===== config.mk =====
export PLATFORM = sky130hd
export DESIGN_NAME = mvm_stream_source_flat
export DESIGN_NICKNAME = d
export VERILOG_FILES = /design/src/rtl/mvm_stream_source_if.sv /design/src/rtl/mvm_stream_source.sv /design/src/flat_wrapper.sv
export SDC_FILE = /design/constraint.sdc
export NUM_CORES = 1
export LEC_CHECK = 0
export CORE_ASPECT_RATIO = 1.5
export CORE_MARGIN = 2
export CORE_UTILIZATION = 40
export CTS_BUF_LIST = sky130_fd_sc_hd__clkbuf_4
export DETAILED_ROUTE_END_ITERATION = 12
export GPL_ROUTABILITY_DRIVEN = 0
export PLACE_DENSITY = 0.55
export SYNTH_ARGS = -nofsm -noshare
export SYNTH_HDL_FRONTEND = slang
export SYNTH_SLANG_ARGS = --single-unit

===== constraint.sdc =====
create_clock -name clk -period 7.7 [get_ports clk]
set_clock_uncertainty 0.2 [all_clocks]
set_input_delay 1.54 -clock clk [delete_from_list [all_inputs] [get_ports clk]]
set_output_delay 1.54 -clock clk [all_outputs]
set_load 0.005 [all_outputs]

===== src/rtl/mvm_stream_source_if.sv =====
// Valid/ready stream bundle feeding the MAC datapath input.
// The source drives data/valid/last and the sink returns ready.
interface mvm_stream_source_if #(
   parameter int unsigned WIDTH = 8
);
   logic [WIDTH-1:0] s_data;
   logic             s_valid;
   logic             s_last;
   logic             s_ready;

   modport master (
      output s_data,
      output s_valid,
      output s_last,
      input  s_ready
   );

   modport slave (
      input  s_data,
      input  s_valid,
      input  s_last,
      output s_ready
   );
endinterface


===== src/rtl/mvm_stream_source.sv =====
// Host-loaded M/X word buffer streamed out as one valid/ready burst
// (M words first, then X), with s_last marking the final word.
module mvm_stream_source #(
   parameter int unsigned WIDTH   = 8,
   parameter int unsigned SIZE_M  = 9,
   parameter int unsigned SIZE_X  = 3,
   parameter int unsigned LOGSIZE = 4
) (
   input  logic                   clk,
   input  logic                   reset,
   input  logic                   host_wr_en,
   input  logic [LOGSIZE-1:0]     host_addr,
   input  logic [WIDTH-1:0]       host_wr_data,
   input  logic                   start,
   mvm_stream_source_if.master    s,
   output logic                   busy,
   output logic                   done,
   output logic                   wr_err
);

   localparam int unsigned        TOTAL    = SIZE_M + SIZE_X;
   localparam int unsigned        DEPTH    = 2 ** LOGSIZE;
   localparam logic [LOGSIZE-1:0] LAST_IDX = LOGSIZE'(TOTAL - 1);

   typedef enum logic [1:0] {
      IDLE,
      SEND,
      FIN
   } state_t;

   state_t             state_q, state_d;
   logic [LOGSIZE-1:0] index_q, index_d;
   logic [LOGSIZE-1:0] index_nxt;
   logic [WIDTH-1:0]   s_data_q, s_data_d;
   logic               s_valid_q, s_valid_d;
   logic               s_last_q, s_last_d;
   logic               busy_q, busy_d;
   logic               done_q, done_d;
   logic               wr_err_q, wr_err_d;

   logic [WIDTH-1:0]   mem_q [DEPTH];
   logic               addr_ok;
   logic               mem_we;
   logic               beat;

   assign addr_ok   = (32'(host_addr) < TOTAL);
   assign beat      = s_valid_q && s.s_ready;
   assign index_nxt = index_q + LOGSIZE'(1);

   // start takes priority over a same-cycle host write, so the stream
   // always launches from the buffer contents as they were before that edge.
   assign mem_we = host_wr_en && (state_q == IDLE) && !start && addr_ok && !reset;

   always_comb begin
      state_d   = state_q;
      index_d   = index_q;
      s_data_d  = s_data_q;
      s_valid_d = s_valid_q;
      s_last_d  = s_last_q;
      busy_d    = busy_q;
      done_d    = 1'b0;
      wr_err_d  = host_wr_en && !mem_we;

      case (state_q)
         IDLE: begin
            if (start) begin
               state_d   = SEND;
               index_d   = '0;
               s_data_d  = mem_q[0];
               s_valid_d = 1'b1;
               s_last_d  = (TOTAL == 1);
               busy_d    = 1'b1;
            end
         end

         SEND: begin
            if (beat) begin
               if (index_q == LAST_IDX) begin
                  state_d   = FIN;
                  s_valid_d = 1'b0;
                  s_last_d  = 1'b0;
                  busy_d    = 1'b0;
                  done_d    = 1'b1;
               end else begin
                  // Next word is fetched on the accepting edge: no bubble.
                  index_d  = index_nxt;
                  s_data_d = mem_q[index_nxt];
                  s_last_d = (index_nxt == LAST_IDX);
               end
            end
         end

         FIN: begin
            state_d = IDLE;
         end

         default: begin
            state_d = IDLE;
         end
      endcase
   end

   always_ff @(posedge clk) begin
      if (reset) begin
         state_q   <= IDLE;
         index_q   <= '0;
         s_data_q  <= '0;
         s_valid_q <= 1'b0;
         s_last_q  <= 1'b0;
         busy_q    <= 1'b0;
         done_q    <= 1'b0;
         wr_err_q  <= 1'b0;
      end else begin
         state_q   <= state_d;
         index_q   <= index_d;
         s_data_q  <= s_data_d;
         s_valid_q <= s_valid_d;
         s_last_q  <= s_last_d;
         busy_q    <= busy_d;
         done_q    <= done_d;
         wr_err_q  <= wr_err_d;
      end
   end

   // Buffer contents survive reset.
   always_ff @(posedge clk) begin
      if (mem_we) begin
         mem_q[host_addr] <= host_wr_data;
      end
   end

   assign s.s_data  = s_data_q;
   assign s.s_valid = s_valid_q;
   assign s.s_last  = s_last_q;
   assign busy      = busy_q;
   assign done      = done_q;
   assign wr_err    = wr_err_q;

   a_stall_stable: assert property (@(posedge clk) disable iff (reset)
      (s_valid_q && !s.s_ready) |=> (s_valid_q && $stable(s_data_q) && $stable(s_last_q)));

   a_index_range: assert property (@(posedge clk) disable iff (reset)
      (index_q <= LAST_IDX));

   a_last_only_final: assert property (@(posedge clk) disable iff (reset)
      s_last_q |-> (s_valid_q && (index_q == LAST_IDX)));

endmodule


===== src/flat_wrapper.sv =====
// flat-port wrapper written by rule: the top's interface ports become plain ports
module mvm_stream_source_flat 
#(
   parameter int unsigned WIDTH   = 8,
   parameter int unsigned SIZE_M  = 9,
   parameter int unsigned SIZE_X  = 3,
   parameter int unsigned LOGSIZE = 4
)
  (clk, reset, host_wr_en, host_addr, host_wr_data, start, busy, done, wr_err, s_s_data, s_s_valid, s_s_last, s_s_ready);
  mvm_stream_source_if #(.WIDTH(WIDTH)) s_i ();
  input  logic clk;
  input  logic reset;
  input  logic host_wr_en;
  input  logic [LOGSIZE-1:0] host_addr;
  input  logic [WIDTH-1:0] host_wr_data;
  input  logic start;
  output logic busy;
  output logic done;
  output logic wr_err;
  output wire logic [$bits(s_i.s_data)-1:0] s_s_data;
  output wire logic [$bits(s_i.s_valid)-1:0] s_s_valid;
  output wire logic [$bits(s_i.s_last)-1:0] s_s_last;
  input wire logic [$bits(s_i.s_ready)-1:0] s_s_ready;
  assign s_s_data = s_i.s_data;
  assign s_s_valid = s_i.s_valid;
  assign s_s_last = s_i.s_last;
  assign s_i.s_ready = s_s_ready;
  mvm_stream_source #(.WIDTH(WIDTH), .SIZE_M(SIZE_M), .SIZE_X(SIZE_X), .LOGSIZE(LOGSIZE)) u_core (.clk(clk), .reset(reset), .host_wr_en(host_wr_en), .host_addr(host_addr), .host_wr_data(host_wr_data), .start(start), .s(s_i), .busy(busy), .done(done), .wr_err(wr_err));
endmodule

# Yosys cells after proc, flatten, opt, wreduce, memory -nomap -nowiden
# Memories as Yosys holds them, arrays and structs flattened.
# Cells that the tools add are included.
totals:
  latchBits: 0
  word_cells: 58
  output_inout_bits: 13
  regBits: 18
  mem_count: 1
  mem_bits_ro: 0
  ramBits: 128
classes:
  n_lt_le_gt_ge: 1
  eq_ne: 7
  reduce_logical: 16
  n_div: 0
  n_mul: 0
  n_addsub: 1
  mux: 23
  n_shift: 0
  bitwise: 2
mem_list:
  columns: ["memory", "words", "width", "rd", "rd_clocked_by_memory_dff", "write_ports", "line_no", "rtl"]
  rows:
  - ["u_core.mem_q", 16, 8, 2, 0, 1, "mvm_stream_source.sv:41", "logic [WIDTH-1:0] mem_q [DEPTH];"]
op_table:
  columns: ["op", "n"]
  rows:
  - ["8-bit 2-to-1 mux", 3]
  - ["8-bit case mux with 2 select lines", 1]
  - ["4-bit 2-to-1 mux", 3]
  - ["1-bit 2-to-1 mux", 9]
  - ["4-bit == test (second input constant)", 2]
  - ["4-bit case mux with 2 select lines", 1]
  - ["4-bit AND reduction", 2]
  - ["1-bit logical AND", 6]
  - ["2-bit 2-to-1 mux", 3]
  - ["3-bit AND reduction", 2]
  - ["4-bit by 1-bit adder with 4-bit output (second input constant)", 1]
  - ["4-bit less-than comparator (second input constant)", 1]
  - ["2-bit by 1-bit != test with 1-bit output (second input constant)", 2]
  - ["2-bit != test (second input constant)", 2]
  - ["1-bit case mux with 2 select lines", 2]
  - ["2-bit case mux with 2 select lines", 1]
  - ["1-bit logical NOT", 3]
  - ["3-bit OR reduction", 1]
  - ["2-bit by 1-bit == test with 1-bit output (second input constant)", 1]
  - ["2-bit logical NOT", 1]
  - ["1-bit inverter", 2]
  - ["2-bit nonzero test", 1]

# Logic depth before layout (Yosys ltp)
# Gate-level depths: netlist of the first run.
logic_depth:
  depth_word: 7
  ltp_mapped: 10
  depth_no_buf: 7

# Worst setup path after synthesis of the first run
# Ideal clock, no wire load.
synth_path:
  kind: "input-to-reg"
  start: "input port host_addr[2]"
  end: "memory u_core.mem_q[0][0] (enable)"
  setup_ps: 383
  path_slack_ps: 3917
  required_time_ps: 7117
  n_path_buf: 0
  cell_stages: 4
  arrival_time_ps: 3200
  path_cell_list: "a2111oi_0 nand3b_1 or3_1 nor3_1"
synth_between:
  elab_chain_len: 5
synth_rtl:
  columns: ["item", "line_no", "rtl"]
  rows:
  - ["from (decl)", "flat_wrapper.sv:14", "input logic [LOGSIZE-1:0] host_addr;"]
  - ["4-bit less-than comparator", "mvm_stream_source.sv:46", "assign addr_ok = (32'(host_addr) < TOTAL);"]
  - ["1-bit logical AND (2 in a row)", "mvm_stream_source.sv:52", "assign mem_we = host_wr_en && (state_q == IDLE) && !start && addr_ok && !reset;"]
  - ["1-bit 2-to-1 mux", "mvm_stream_source.sv:127", "if (mem_we) begin"]
  - ["1-bit 2-to-1 mux (not written as such)", "mvm_stream_source.sv:128", "mem_q[host_addr] <= host_wr_data;"]
  - ["to (decl)", "mvm_stream_source.sv:41", null]
# Several ways; a longest one is shown, not always the timed one.

# Worst setup path after layout of the first run
layout_path:
  start: "input port host_addr[2]"
  end: "memory u_core.mem_q[0][5] (enable)"
# The elaborated chain is that of the path after synthesis.

==> results.cfg, run 1 <==
[finish]
drive_above_1_share = 0.174
syn2layout_area_growth_pct = 14.4
finalNetCount = 443
register_area_um2 = 4200
final_cells = 634
utilization = 0.465
final_cell_mix = edfxtp_1, conb_1, nor2_1
fill_cells = 1363
multi_input_area_um2 = 1630
mostFrequentLayoutCell = edfxtp_1

[setup_path]
r2r_start = u_core.index_q[0]
slowest_stage = nor3_1
endpoint_kind = flop
critPathMaxStageDelay_ps = 880
startpoint_type = primary input
path_cells = clkdlybuf4s50_1, a2111oi_0, nand3b_1, or3_1, nor3_1
reg2regPathDepth = 9
cp.required_ps = 7620
r2r_setup_slack_ps = 4170
worstPathMaxFanout = 8
reg2reg_to = u_core.s.s_data[3]
critPathArrivalTime_ps = 4360
path_class = primary input to flop

[min_path]
worstHoldPathCells = 2
min_to = u_core.s.s_last
hp-start = u_core.s.s_last
hold_path_class = flop to flop

[die]
die_area_um2 = 15700
die_y_um = 153
initial_core_util = 0.407
ios = 30
rows = 54
core-area_um2 = 14500
die_x_um = 103

[pwr]
p_leak_nw = 2.23
p_sw_frac = 0.217
netSwitchingPower_mw = 0.308
power_density_nw_per_um2 = 211
max-vdd-ir-drop_v = 0.000110
combPwrFrac = 0.056
pwr-share-seq = 0.625
pwr-share-clk = 0.319
internal_power_mw = 1.11

[cts]
clock_sinks = 146
cts_buffer_depth = 2
cts_hold_buf = 0
cts_tree = built
cts_setup_buffers = 0
insertion_delay_ps = 510
clkTransAtPathRegs_ps = 110
cts_resized = 0
numCtsBuffers = 17
cts_root_buffer = clkbuf_4
cts_max_level = 4

[timing]
worstMarginPinSlew_ps = 1180
setup_viol = 0
rsz0062_at_grt = no
layout_min_cycle_time_ps = 4440
fin_tns_setup_ps = 0
hold_viol = 0
slew_headroom = 0.210
drv_slew = 0
period_share = 0.577
timing.hold.ws_ps = 311
max_freq_mhz = 225

[logic_synthesis]
synth.top_cell.area_share = 0.654
synth-compound-area-share = 0.0479
synth_top_area_cell = edfxtp_1
ys.flop_type = edfxtp_1
yosysWarnings = 0
synth_adder_area_share = 0.00426
synthTopCellsByArea = edfxtp_1, mux4_2, dfxtp_1
synth_cells = 361
synth_xor_area_frac = 0.00298
avgSynthCellArea_um2 = 16.3
synth_top_family_by_area = multiplexers
yosys.area_share.simple = 0.0783
post_synth_num_cell_types = 38
synth_edf_count = 128
synth_seq_cells = 146
syn_area_um2 = 5880
ys_seq_area_frac = 0.715
synthArstFlopShare = 0
muxShareOfSynthArea = 0.123

[global_routing]
grt_max_degree = 42
grt_usage = 0.175
grt_pass1_vias = 3437
grt_overflow = 0
antenna_found_initial = 1
grt_pass1_wl_um = 19700

[detailed_routing]
drc = 0
drt_iter0_drc = 160
routedWlPerCell_um = 20.0
drt_pass1_iterations = 4
ant_nets = 0
routed_wl_um = 12700
dr_total_vias = 3218
via_per_inst = 5.08

[placed_design]
dpl.cell_count = 601
hpwl_um = 8830
port_buffers = 29

[job]
max-cap-violations = 0

[run_status]
status = finished clean
==> area by class of cell <==
cell class	instances	share of cell area
Antenna cell	1	0.000372
Clock buffer	20	0.0223
Clock inverter	12	0.0171
Inverter	19	0.0106
Tap cell	196	0.0365
Sequential cell	146	0.625
Multi-Input combinational cell	208	0.242
Timing Repair Buffer	32	0.0465
==> metrics by stage <==
stage / setup WS [ps] / power (mW) / instance area, um^2
6_report: 3260 / 1.42 / 6730
3_3_place_gp: 3050 / 0.986 / 6460
4_1_cts: 3340 / 1.44 / 6720
5_1_grt: 3080 / 1.48 / 6730
3_5_place_dp: 2770 / 0.988 / 6460
2_1_floorplan: 3920 / 0.944 / 6000
==> per-layer routing <==
layer	GRT usage	share of wire	wire [um]
met1	0.214	0.38	4780
met2	0.286	0.53	6750
met3	0.0399	0.051	650
met4	0.0909	0.037	467
met5	0	0	0
==> power by group through the flow <==
stage	sequential [mW]	clock, mW	combinational, mW
6_report	0.889	0.453	0.0794
5_1_grt	0.891	0.503	0.0882
4_1_cts	0.890	0.472	0.0807
3_5_place_dp	0.908	0	0.0805
3_3_place_gp	0.907	0	0.0793
2_1_floorplan	0.904	0	0.0392
==> sequential cells by signal (all words and copies together) (netlist names) <==
name              count
u_core.index_q        4
u_core.state_q        2
u_core.s.s_data       8
u_core.wr_err         1
u_core.done           1
u_core.s.s_valid      1
u_core.s.s_last       1
u_core.mem_q        128
==> cell usage after synthesis (all sizes together) (2+ instances only) <==
cell / instances
mux4: 24
o22ai: 16
nand3b: 2
nor2: 31
o21ai: 2
nand2: 5
nand3: 4
inv: 19
xor2: 2
dfxtp: 18
nand2b: 8
nor3: 24
a2111oi: 9
clkbuf: 11
a2bb2oi: 2
edfxtp: 128
nor4: 8
a21oi: 9
mux2: 16
ha: 2
buf: 8
==> critical path, delay by kind of cell <==
| family | cells | cell delay (ps) |
|---|---|---|
| buf+inv | 1 | 520 |
| compound gates | 1 | 830 |
| simple gates | 3 | 1470 |
==> worst max-delay path by stage <==
stage | from | endpoint
4_1_cts | host_addr[2] | u_core.mem_q[0][5]
3_5_place_dp | host_addr[2] | u_core.mem_q[0][0]
6_report | host_addr[2] | u_core.mem_q[0][5]
5_1_grt | host_addr[2] | u_core.mem_q[0][5]
3_3_place_gp | host_addr[2] | u_core.mem_q[0][0]
2_1_floorplan | host_addr[2] | u_core.mem_q[0][0]
==> cells by family (layout without fill, tap and decap cells) <==
kind of cell	Yosys count	after routing
other	1	33
xor gates and xnor gates	2	2
DFF	146	146
muxes	40	40
AOI/OAI and AO/OA	41	41
buffers and inverters	38	83
and+or+nand+nor	91	91
adders and majority gates	2	2
No activity file was read; power rests on OpenSTA's default activity.
==> run 2: changes to the inputs <==
--- a/config.mk
+++ b/config.mk
@@ -11,7 +11,7 @@
 export CTS_BUF_LIST = sky130_fd_sc_hd__clkbuf_4
 export DETAILED_ROUTE_END_ITERATION = 12
 export GPL_ROUTABILITY_DRIVEN = 0
-export PLACE_DENSITY = 0.55
+export PLACE_DENSITY = 0.57
 export SYNTH_ARGS = -nofsm -noshare
 export SYNTH_HDL_FRONTEND = slang
 export SYNTH_SLANG_ARGS = --single-unit
==> constraint.sdc (replaced) <==
create_clock -name clk -period 3.55 [get_ports clk]
set_clock_uncertainty 0.2 [all_clocks]
set_input_delay 0.71 -clock clk [delete_from_list [all_inputs] [get_ports clk]]
set_output_delay 0.71 -clock clk [all_outputs]
set_load 0.005 [all_outputs]
==> run 2 against run 1 <==
Critical path depth rose by 3; total power is 110% higher; combinational power increased by 120%; worst setup slack lost 2700 ps; core utilization is 0.72 points higher; routed wire length shrank 1.1%; die area unchanged; sequential cell count is the same; sequential share of layout area down 0.95 points; first-iteration DRC count grew 34%; register-to-register slack got worse by 3600 ps; cell count grew 2.5%; critical path type is now flop to flop; critical endpoint is now u_core.s.s_data[0].
==> results.cfg, run 2 (synthesized netlist as in run 1, its figures left out) <==
[detailed_routing]
routedWlPerCell_um = 19.2
routed_wl_um = 12500
drt_pass1_iterations = 4
dr_total_vias = 3321
ant_nets = 0
drc = 0
via_per_inst = 5.11
drt_iter0_drc = 214

[cts]
cts_max_level = 4
cts_root_buffer = clkbuf_4
cts_tree = built
clkTransAtPathRegs_ps = 120
clock_sinks = 146
insertion_delay_ps = 520
cts_resized = 0
numCtsBuffers = 17
cts_hold_buf = 0
cts_buffer_depth = 2
cts_setup_buffers = 0

[setup_path]
cp.required_ps = 3760
endpoint_kind = flop
critPathMaxStageDelay_ps = 530
slowest_stage = mux4_2
worst-path-buf-inv = 1
path_class = flop to flop
worstPathMaxFanout = 11
critPathTopFamily = multiplexers
critPathArrivalTime_ps = 3180
path_cells = ha_1, xor2_1, buf_4, mux4_2, nor2_1, nor3_1, a2111oi_0, nor4_1
startpoint_type = flop

[min_path]
hold_path_class = flop to flop

[timing]
max_freq_mhz = 337
layout_min_cycle_time_ps = 2970
period_share = 0.836
drv_slew = 0
final.setup.worst_slack_ps = 584
rsz0062_at_grt = no
hold_viol = 0
slew_headroom = 0.493
worstMarginPinSlew_ps = 757
setup_viol = 0
fin_tns_setup_ps = 0

[finish]
finalNetCount = 459
largest_register_ffs = 128
utilization = 0.472
final_cell_mix = edfxtp_1, conb_1, nor2_1
regMostFlops = u_core.mem_q
syn2layout_area_growth_pct = 16.1
final_area_um2 = 6830
mostFrequentLayoutCell = edfxtp_1
drive_above_1_share = 0.203

[die]
core-area_um2 = 14500
rows = 54
initial_core_util = 0.407
die_y_um = 153
die_x_um = 103
die_area_um2 = 15700
ios = 30

[global_routing]
grt_pass1_wl_um = 19000
grt_usage = 0.171
grt_overflow = 0
grt_max_degree = 42
antenna_found_initial = 1
grt_pass1_vias = 3351

[job]
max-cap-violations = 0

[placed_design]
port_buffers = 29
dpl_cell_area_um2 = 6590
preCtsSetupSlack_ps = 331
hpwl_um = 8780

[pwr]
p_leak_nw = 2.30
p_total_mw = 3.00
max-vdd-ir-drop_v = 0.000243
power_density_nw_per_um2 = 439

[run_status]
status = finished clean
run 2: path summary, 6_finish.rpt:
kind	to	slack, ps	start	cells past startpoint
max	u_core.s.s_data[0]	580	u_core.index_q[1]	8
min	u_core.s.s_last	310	u_core.s.s_last	2
min reg2reg	u_core.s.s_last	310	u_core.s.s_last	2
max reg2reg	u_core.s.s_data[0]	580	u_core.index_q[1]	8
run 2: power breakdown:
part           internal, mW  switching, mW  total (mW)
logic                0.0771         0.0991       0.176
clock network         0.349          0.548       0.897
registers              1.91         0.0187        1.93
total                  2.34          0.665        3.00
run 2: final cells by class:
| type | count | area, um^2 |
|---|---|---|
| inverter | 19 | 71.3 |
| clock buffer | 19 | 143 |
| clock inverter | 13 | 93.8 |
| timing repair buffer | 48 | 445 |
| sequential | 146 | 4200 |
| tap | 196 | 245 |
| antenna | 1 | 2.50 |
| multi-input combinational | 208 | 1630 |
| fill | 1312 | 7630 |
run 2: tightest hold or removal path, delay by kind of cell (launching register included):
kind / cells / cell delay, ps
AO/OA/AOI/OAI: 1 / 60
AND/OR/NAND/NOR: 1 / 70
flip-flops: 1 / 350
run 2: metal layers:
| metal | global-route usage | routed length (um) |
|---|---|---|
| met5 | 0 | 0 |
| met4 | 0.0977 | 663 |
| met3 | 0.0495 | 622 |
| met2 | 0.273 | 6380 |
| met1 | 0.203 | 4850 |
run 2: stage by stage:
step           cells  hold WS [ps]
2_1_floorplan    392           283
3_3_place_gp     617           272
3_5_place_dp     617           293
4_1_cts          649           321
5_1_grt          650           356
6_report         650           306
